<file path="src/rtl/regfile_wb_arbiter.sv">
// Write-back arbiter: shares the single register-file write port among the
// ALU (0), load unit (1) and mul/div unit (2). One grant per cycle, chosen by
// round-robin or fixed priority, registered onto the write-back port.
module regfile_wb_arbiter #(
    parameter bit RR_EN  = 1'b1,
    parameter int ADDR_W = 5,
    parameter int DATA_W = 32
) (
    input  logic              clk,
    input  logic              rst,
    input  logic              freeze,
    input  logic [2:0]        req_valid,
    input  logic [ADDR_W-1:0] req_addr0,
    input  logic [DATA_W-1:0] req_data0,
    input  logic [ADDR_W-1:0] req_addr1,
    input  logic [DATA_W-1:0] req_data1,
    input  logic [ADDR_W-1:0] req_addr2,
    input  logic [DATA_W-1:0] req_data2,
    output logic [2:0]        req_ready,
    output logic              reg_we,
    output logic [ADDR_W-1:0] wb_addr,
    output logic [DATA_W-1:0] wb_data,
    output logic [1:0]        grant_id
);

    localparam logic [1:0] NO_GRANT = 2'd3;

    logic [1:0]        ptr_q, ptr_d;
    logic [1:0]        ptr_eff;
    logic              reg_we_q, reg_we_d;
    logic [ADDR_W-1:0] wb_addr_q, wb_addr_d;
    logic [DATA_W-1:0] wb_data_q, wb_data_d;
    logic [1:0]        grant_id_q, grant_id_d;

    logic              grant_valid;
    logic [1:0]        grant_idx;
    logic [2:0]        cand;
    logic [ADDR_W-1:0] sel_addr;
    logic [DATA_W-1:0] sel_data;

    // Search for the first valid requester starting at the pointer; 3 is treated as 0.
    always_comb begin
        ptr_eff     = (RR_EN && ptr_q != 2'd3) ? ptr_q : 2'd0;
        grant_valid = 1'b0;
        grant_idx   = NO_GRANT;
        cand        = 3'd0;
        for (int k = 0; k < 3; k++) begin
            cand = {1'b0, ptr_eff} + 3'(k);
            if (cand >= 3'd3) begin
                cand = cand - 3'd3;
            end
            if (!grant_valid && req_valid[cand[1:0]]) begin
                grant_valid = 1'b1;
                grant_idx   = cand[1:0];
            end
        end
        if (rst || freeze) begin
            grant_valid = 1'b0;
            grant_idx   = NO_GRANT;
        end
        req_ready = grant_valid ? (3'b001 << grant_idx) : 3'b000;
    end

    // Route the granted requester's address and data toward the output stage.
    always_comb begin
        sel_addr = req_addr0;
        sel_data = req_data0;
        case (grant_idx)
            2'd1: begin
                sel_addr = req_addr1;
                sel_data = req_data1;
            end
            2'd2: begin
                sel_addr = req_addr2;
                sel_data = req_data2;
            end
            default: begin
                sel_addr = req_addr0;
                sel_data = req_data0;
            end
        endcase
    end

    // Next-state for pointer and write-back registers; r0 writes consume the slot but never enable.
    always_comb begin
        ptr_d      = ptr_eff;
        reg_we_d   = 1'b0;
        wb_addr_d  = wb_addr_q;
        wb_data_d  = wb_data_q;
        grant_id_d = NO_GRANT;
        if (grant_valid) begin
            if (RR_EN) begin
                ptr_d = (grant_idx == 2'd2) ? 2'd0 : grant_idx + 2'd1;
            end
            reg_we_d   = (sel_addr != '0);
            wb_addr_d  = sel_addr;
            wb_data_d  = sel_data;
            grant_id_d = grant_idx;
        end
        if (!RR_EN) begin
            ptr_d = 2'd0;
        end
    end

    // State registers with synchronous reset.
    always_ff @(posedge clk) begin
        if (rst) begin
            ptr_q      <= 2'd0;
            reg_we_q   <= 1'b0;
            wb_addr_q  <= '0;
            wb_data_q  <= '0;
            grant_id_q <= NO_GRANT;
        end else begin
            ptr_q      <= ptr_d;
            reg_we_q   <= reg_we_d;
            wb_addr_q  <= wb_addr_d;
            wb_data_q  <= wb_data_d;
            grant_id_q <= grant_id_d;
        end
    end

    // A write presented in a cycle where reset is asserted is discarded.
    assign reg_we   = reg_we_q & ~rst;
    assign wb_addr  = wb_addr_q;
    assign wb_data  = wb_data_q;
    assign grant_id = grant_id_q;

endmodule

</file>
<file path="config.mk">
export PLATFORM = sky130hd
export DESIGN_NAME = regfile_wb_arbiter
export DESIGN_NICKNAME = d
export VERILOG_FILES = /design/src/rtl/regfile_wb_arbiter.sv
export SDC_FILE = /design/constraint.sdc
export NUM_CORES = 1
export LEC_CHECK = 0
export ABC_AREA = 1
export ABC_CLOCK_PERIOD_IN_PS = 3150
export CAP_MARGIN = 25
export CORE_UTILIZATION = 40
export DETAILED_ROUTE_END_ITERATION = 16
export GPL_TIMING_DRIVEN = 0
export PLACE_DENSITY = 0.88
export SLEW_MARGIN = 10
export SYNTH_ARGS = -nofsm -noshare
export SYNTH_HDL_FRONTEND = slang
export SYNTH_SLANG_ARGS = --single-unit
</file>
<file path="constraint.sdc">
create_clock -name clk -period 3.15 [get_ports clk]
set_input_delay 0.315 -clock clk [delete_from_list [all_inputs] [get_ports clk]]
set_output_delay 0.315 -clock clk [all_outputs]
set_load 0.05 [all_outputs]
</file>
# Word-level counts from Yosys, hierarchy flattened
# Cells that the tools add are included.
[totals] reg_bits=42 inputBits=117
[classes] n_addsub=6 order_cmp=6 n_eq_ne=3 n_shift=1 muxes=23 bitwise_logic=3 n_reduce_logical=7
[op_table] op="$pmux W32 S2" n=1
[op_table] op="$mux W2" n=10
[op_table] op="$pmux W5 S2" n=1
[op_table] op="$lt A2 B3 Y1 const B" n=3
[op_table] op="$mux W1" n=7
[op_table] op="$bmux W1 S2" n=3
[op_table] op="$ge A3 B2 Y1 const B" n=2
[op_table] op="$sub A2 B2 Y2 const B" n=3
[op_table] op="$reduce_bool A5 Y1" n=1
[op_table] op="$add A2 B1 Y3 const B" n=1
[op_table] op="$add A2 B2 Y3 const B" n=1
[op_table] op="$mux W3" n=1
[op_table] op="$shl A1 B2 Y3 const A" n=1
[op_table] op="$add A2 B1 Y2 const B" n=1
[op_table] op="$eq A2 B1 Y1 const B" n=1
[op_table] op="$eq A2 B2 Y1 const B" n=1
[op_table] op="$ge A2 B2 Y1 const B" n=1
[op_table] op="$logic_and A1 B1 Y1" n=2
[op_table] op="$logic_not A1 Y1" n=2
[op_table] op="$ne A2 B2 Y1 const B" n=1
[op_table] op="$not A1 Y1" n=2
[op_table] op="$reduce_or A2 Y1" n=1
[op_table] op="$and A1 B1 Y1" n=1
[op_table] op="$logic_or A1 B1 Y1" n=1

# Logic depth before layout (Yosys ltp)
# Gate-level depths: netlist (run 1).
[logic_depth] ltp_word=17 ltp_mapped=20

# Worst setup path before layout (run 1)
# OpenSTA, ideal clock, no wires.
[synth_timing] path_type="register to output" start="reg ptr_q[0]" end="out req_ready[1]" arrival_ns=2.842 t_required_ns=2.835 slack_ns=-0.007 path_stages_with_launch=16 path_cell_list="dfxtp_1 -> inv_1 -> ha_1 -> inv_2 -> nand2_1 -> nand2_1 -> nand3_1 -> nand3_2 -> nand2_1 -> buf_2 -> nor2_1 -> ha_1 -> buf_2 -> buf_2 -> inv_1 -> nor2_1"
[synth_between] elab_chain_cells=16 word_cells_on_any_way=33 classes_between="add/sub: 5; order compare: 3; eq/ne: 1; shift: 1; mux: 19; reduce/logical: 4"
[synth_rtl] element="from (decl)" line_no="28" source="logic [1:0] ptr_q, ptr_d;"
[synth_rtl] element="from (signal assigned)" line_no="114" source="ptr_q <= ptr_d;"
[synth_rtl] element="$ne A2 B2 Y1" line_no="43" source="ptr_eff = (RR_EN && ptr_q != 2'd3) ? ptr_q : 2'd0;"
[synth_rtl] element="$mux W2 (*)" line_no="43"
[synth_rtl] element="parallel branches: the longest is 13 deep, another holds $add A2 B1 Y3"
[synth_rtl] element="$mux W3 (*)" line_no="61" source="req_ready = grant_valid ? (3'b001 << grant_idx) : 3'b000;"
[synth_rtl] element="to (decl)" line_no="19" source="output logic [2:0] req_ready,"
# Mark *: on every way between the ends. The select of a mux whose other input is x is not followed.

# Worst setup path in the final report (run 1)
[layout_timing] start="reg ptr_q[1]" end="out req_ready[1]"
# The elaborated chain is that of the path after synthesis.

==> results of run 1 <==
## critical path: stages, from the launching register on
cell and delay, ns:
dfxtp_1 0.37, inv_1 0.08, ha_1 0.22, inv_1 0.11, nand2_1 0.09, nand3_1 0.11
nand2_2 0.10, nand3_2 0.11, nand2_2 0.09, buf_6 0.17, nor2_4 0.14, ha_1 0.19
buf_6 0.21, inv_1 0.07, nor2_2 0.12, buf_6 0.16
## metal layers
layer / GRT usage (%) / wire [µm] / up-vias
met2: 48.2 / 4810 / 157
met5: 0 / 0 / -
li1: - / - / 1789
met1: 25.9 / 3720 / 1559
met3: 5.56 / 879 / 23
met4: 10.6 / 247 / 0
## cells by family (layout without fill, tap and decap cells)
| kind of cell | count (synthesis) | in the layout | share of synthesized area (%) |
|---|---|---|---|
| AOI/OAI and AO/OA | 38 | 38 | 6.71 |
| buffers and inverters | 53 | 216 | 9.31 |
| muxes | 32 | 32 | 10.9 |
| DFF | 42 | 42 | 28.7 |
| adders and majority gates | 8 | 8 | 3.42 |
| and+or+nand+nor | 286 | 286 | 40.9 |
## registers in the layout, summed over array words and instances, names as in the netlist
name / count
grant_id: 2
wb_addr: 5
wb_data: 32
ptr_q: 2
reg_we_q: 1
## final timing paths
path | startpoint | endpoint | slack (ns) | cells past startpoint
max | ptr_q[1] | req_ready[1] | 0.20 | 15
min | wb_addr[4] | wb_addr[4] | 0.46 | 2
max reg2reg | ptr_q[0] | wb_data[14] | 0.25 | 16
min reg2reg | wb_addr[4] | wb_addr[4] | 0.46 | 2
## power groups by stage
stage               clock (mW)  sequential (mW)  combinational, mW
floorplan                    0            0.737              0.276
global placement             0            0.603              0.691
detailed placement           0            0.604              0.707
CTS                      0.333            0.592              0.716
global route             0.358            0.597              0.768
finish                   0.327            0.592              0.716
## layout by cell type (no fill, tap or decap), types with 2 or more instances in the layout
master,instances
ha_1,6
nor2_2,3
nand3_2,9
mux2i_1,32
inv_1,19
buf_2,9
nand2_1,181
inv_2,2
clkbuf_1,8
buf_6,10
a21oi_1,33
dfxtp_1,42
clkbuf_4,3
o21a_1,2
nand2_2,2
clkbuf_8,5
nand3_1,51
nor2_1,39
clkdlybuf4s50_1,156
o21ai_0,2
## what timing repair did
action | 4_1_cts | 5_1_grt
gates cloned | 0 | 0
buffers inserted | 0 | 0
gates resized for setup | 25 | 10
endpoints found under the setup margin | 34 | 39
## stage by stage
step	instances	hold WS [ns]	power (mW)
floorplan	459	0.547	1.01
global placement	714	0.452	1.29
detailed placement	714	0.456	1.31
CTS	721	0.466	1.64
global route	718	0.492	1.72
finish	718	0.463	1.64
## final cells by class
cell class | instances | area share, %
Clock buffer | 7 | 1.60
Inverter | 21 | 1.66
Buffer | 29 | 4.42
Timing Repair Buffer | 159 | 33.3
Sequential cell | 42 | 17.7
Tap cell | 96 | 2.52
Multi-Input combinational cell | 364 | 38.8
==> run summary, run 1 <==
die span in y -> 87.6 µm
Root Driver -> clkbuf_8
Top FF cell, synth -> dfxtp_1
Ant. Diodes -> 0
CTS tree -> built
1st-pass router iterations -> 4
Slew @ Worst Pin -> 0.596 ns
Fin Setup TNS -> 0 ns
Pleak -> 2.11 nW
clock sinks -> 42
routed len/inst -> 13.4 µm
top-count cell post-synth -> nand2_1
# DRC -> 0
final core occ -> 68.5%
hpwl dp -> 7790 µm
area leader, netlist -> dfxtp_1
Psw -> 0.587 mW
Via Count -> 3528
WS Path Type -> reg -> out
Post-Syn Nets -> 584
Initial Utilization -> 42.2%
I/O pins -> 160
FILL cells -> 604
Comb power frac -> 43.8%
Mean Syn Cell Area -> 6.38 µm²
WP data required -> 2.83 ns
Sw Ratio -> 35.9%
CORE AREA -> 0.00694 mm²
Antenna Nets Post-Route -> 0
clock power share -> 20.0%
outcome -> finished clean
critical path peak fanout -> 19
sequential share of power -> 36.2%
Placement Setup Slack -> -0.770 ns
H-tree levels -> 2
Post-CTS Hold Fix Bufs -> 0
max_cap viols -> 0
Slew HR -> 60.3%
FFs w/ async S/R, synth -> 0%
worst clock skew -> 0.00606 ns
CP Launch Type -> flop
global placement routability congestion -> 0.877
fmax -> 339 MHz
Final Instance Area -> 0.00476 mm²
count of different cell masters after synthesis -> 19
port bufs -> 159
EDFF count, synth -> 0
Final Max Tran Viols -> 0
Synth top cells by count -> nand2_1 (182), nand3_1 (51), dfxtp_1 (42), nor2_1 (42), a21oi_1 (33)
# rows -> 30
Final #Nets -> 747
Die W -> 87.6 µm
first-pass GRT wire length -> 14800 µm
Tcrit/Tclk final -> 93.7%
sequential cell area -> 841 µm²
Total Wirelength -> 9660 µm
peak supply drop -> 0.178 mV
# setup viols final -> 0
clk_lat worst skew -> 0.29 ns
Synth top area share -> 28.7%
RSZ-0062 raised after global routing -> false
Internal Dissipation -> 1.05 mW
initial antenna violation count -> 0
Post-DP Area -> 0.00464 mm²
CP Capture Type -> primary output
register area share after synthesis -> 28.7%
share of cells above drive strength 1 -> 7.88%
worst endpoint data arrival time -> 2.64 ns
Syn Std Cell Area -> 0.00293 mm²
GR Util All Layers -> 25.0%
Power Density -> 344 mW/mm²
setup slack after layout -> 0.198 ns
Multi-input gate area -> 0.00185 mm²
yosys warns -> 0
DRT iter0 DRCs -> 86
vias per cell -> 4.91
Tmin final -> 2.95 ns
HP Class -> reg -> reg
Post-Syn Instances -> 459
Fin. Hold Viols -> 0
pin count of the biggest net entering global routing -> 12
aggregate global routing overflow -> 0
number of synthesized register bits -> 42
vias in the first global route -> 3425
DIE AREA -> 0.00767 mm²
CTS Buffer Depth -> 2
Layout area overhead -> 62.4%
largest cells by area after synthesis -> dfxtp_1 (29%), nand2_1 (23%), mux2i_1 (11%)
Num CTS Buffers -> 5
clock-pin slew on the worst setup and hold paths -> 0.08 ns
Note: power is estimated with default switching activity, not from simulation.
==> run 2, diff against run 1 <==
==> constraint.sdc (replaced) <==
create_clock -name clk -period 3.15 [get_ports clk]
set_input_delay 0.315 -clock clk [delete_from_list [all_inputs] [get_ports clk]]
set_output_delay 0.315 -clock clk [all_outputs]
set_load 0.02 [all_outputs]
==> run 2 against run 1 <==
Utilization rose by 0.65 points. Critical path depth up 1. Sequential power about the same. Register-to-register slack worse by 0.06 ns. First-iteration DRC count up 42%. Clock skew shrank 0.0040 ns. Count of clock-buffer cells in the layout decreased by 1. Global-route usage grew 0.22 points. Hold slack improved by 0.0047 ns. Non-clock buffer count increased by 3. Critical path type unchanged. Largest cell class unchanged. Highest routed layer unchanged.
==> run summary, run 2 (same netlist as run 1, synthesis figures left out) <==
worst reg-to-reg setup slack -> 0.19 ns (-0.06 ns)
Root Driver -> clkbuf_8
crit path capture -> req_ready[1]
CP dominant cell by count -> nand2_1
CORE AREA -> 0.00694 mm² (unchanged)
fmax -> 335 MHz (-1.0%)
Power Density -> 330 mW/mm² (-4.0%)
slowest CP cell -> dfxtp_2
Tot Pwr -> 1.59 mW (-3.1%)
outcome -> finished clean
vias in the first global route -> 3490 (+1.9%)
most frequent cells in the layout -> nand2_1 (182), clkdlybuf4s50_1 (156), nand3_1 (51)
Slew @ Worst Pin -> 0.630 ns (+0.0334 ns)
HP Class -> reg -> reg
die span in y -> 87.6 µm (unchanged)
Tmin final -> 2.98 ns (+0.0306 ns)
Via Count -> 3547 (+0.54%)
Die W -> 87.6 µm (unchanged)
Initial Utilization -> 42.2% (unchanged)
FILL cells -> 577 (-4.5%)
global placement routability congestion -> 0.938 (+7.0%)
share of cells above drive strength 1 -> 8.79% (+0.91 points)
Post-CTS Hold Fix Bufs -> 0 (unchanged)
DRT iter0 DRCs -> 122 (+42%)
# DRC -> 0 (unchanged)
peak supply drop -> 0.180 mV (+1.3%)
setup slack after layout -> 0.167 ns (-0.0306 ns)
GR Util All Layers -> 25.2% (+0.22 points)
Tcrit/Tclk final -> 94.7% (+0.97 points)
max_cap viols -> 0 (unchanged)
1st-pass router iterations -> 4 (unchanged)
CP Launch Type -> flop
Antenna Nets Post-Route -> 0 (unchanged)
CP max stage delay -> 0.35 ns (-0.02 ns)
max reg flops -> 32 (unchanged)
pin count of the biggest net entering global routing -> 20 (+8)
port bufs -> 159 (unchanged)
Worst Setup SP -> ptr_q[0]
CP Capture Type -> primary output
commonest non-fill, non-tap cell in the layout -> nand2_1
Placement Setup Slack -> -0.582 ns (+0.188 ns)
critical path peak fanout -> 10 (-9)
Num CTS Buffers -> 5 (unchanged)
first-pass GRT wire length -> 15100 µm (+1.9%)
Final Max Tran Viols -> 0 (unchanged)
worst clock skew -> 0.00211 ns (-0.00395 ns)
vias per cell -> 4.91 (about the same)
CTS tree -> built
RSZ-0062 raised after global routing -> true
worst endpoint data arrival time -> 2.67 ns (+0.03 ns)
reg-to-reg endpoint -> wb_data[2]
worst path cell trace -> inv_1 > ha_4 > inv_2 > nand2_1 > nand2_1 > nand3_1 > nand3_2 > nand2_1 > buf_6 > nor2_4 > ha_2 > buf_8 > buf_8 > inv_1 > nor2_1 > buf_4
initial antenna violation count -> 0 (unchanged)
hpwl dp -> 7800 µm (+0.16%)
DIE AREA -> 0.00767 mm² (unchanged)
I/O pins -> 160 (unchanged)
Total Wirelength -> 9680 µm (+0.26%)
hold slack -> 0.468 ns (+0.00468 ns)
WP data required -> 2.83 ns (about the same)
aggregate global routing overflow -> 0 (unchanged)
Slew HR -> 58.0% (-2.2 points)
H-tree levels -> 2 (unchanged)
Final #Nets -> 750 (+0.40%)
# rows -> 30 (unchanged)
Ant. Diodes -> 0 (unchanged)
Layout area overhead -> 63.9%
routed len/inst -> 13.4 µm (-0.30%)
Fin. Hold Viols -> 0 (unchanged)
clock sinks -> 42 (unchanged)
CTS Buffer Depth -> 2 (unchanged)
Crit Reg-Reg Startpoint -> ptr_q[0]
clk_lat worst skew -> 0.29 ns (about the same)
clock-pin slew on the worst setup and hold paths -> 0.08 ns (about the same)
# setup viols final -> 0 (unchanged)
Pleak -> 2.14 nW (+1.1%)
WS Path Type -> reg -> out
Worst R2R Path Depth -> 17 (+1)
run 2: worst min-delay path by stage:
stage	slack, ns	endpoint	cells after the start	from
3_3_place_gp	0.45	wb_addr[2]	2	wb_addr[2]
2_1_floorplan	0.54	wb_addr[0]	2	wb_addr[0]
4_1_cts	0.47	wb_addr[0]	2	wb_addr[0]
5_1_grt	0.50	wb_addr[4]	2	wb_addr[4]
3_5_place_dp	0.46	wb_addr[0]	2	wb_addr[0]
6_report	0.47	wb_addr[0]	2	wb_addr[0]
run 2: metrics by stage:
| step | area, µm² | TNS (ns) | utilization, % | cells |
|---|---|---|---|---|
| floorplan | 2930 | 0 | - | 459 |
| global placement | 4640 | -0.892 | 66.8 | 714 |
| detailed placement | 4640 | -2.64 | 66.8 | 714 |
| CTS | 4770 | 0 | 68.7 | 721 |
| global route | 4800 | -0.294 | 69.2 | 722 |
| finish | 4800 | 0 | 69.2 | 722 |
run 2: final cells by class:
cell class                      count  area, µm²  share of cell area [%]
Buffer                             31        231                    4.82
Clock buffer                        6       82.6                    1.72
Clock inverter                      2       12.5                   0.261
Inverter                           21       78.8                    1.64
Multi-Input combinational cell    364       1840                    38.4
Sequential cell                    42        843                    17.6
Tap cell                           96        120                    2.50
Timing Repair Buffer              160       1590                    33.1
run 2: layer usage:
layer / vias to the layer above / part of all wire, % / track usage, %
met3: 23 / 8.5 / 5.47
met4: 0 / 3.2 / 11.8
met5: - / 0 / 0
li1: 1798 / - / -
met2: 157 / 49 / 47.3
met1: 1569 / 39 / 26.9
run 2: report_power, final:
group / internal (mW) / leakage (nW) / switching, mW
clock network: 0.176 / 0.0472 / 0.189
logic: 0.329 / 1.74 / 0.299
registers: 0.571 / 0.347 / 0.0212
total: 1.08 / 2.14 / 0.509
run 2: timing repair:
action / in CTS / in global routing
resized for setup: 17 / 15
buffers inserted: 0 / 1
setup endpoints to repair: 36 / 38
run 2: worst max-delay path: cells and delay by family (launching register included):
family / cells / cell delay [ns]
fa+ha+maj: 2 / 0.48
flops: 1 / 0.35
simple gates: 7 / 0.71
buf+inv: 7 / 0.84
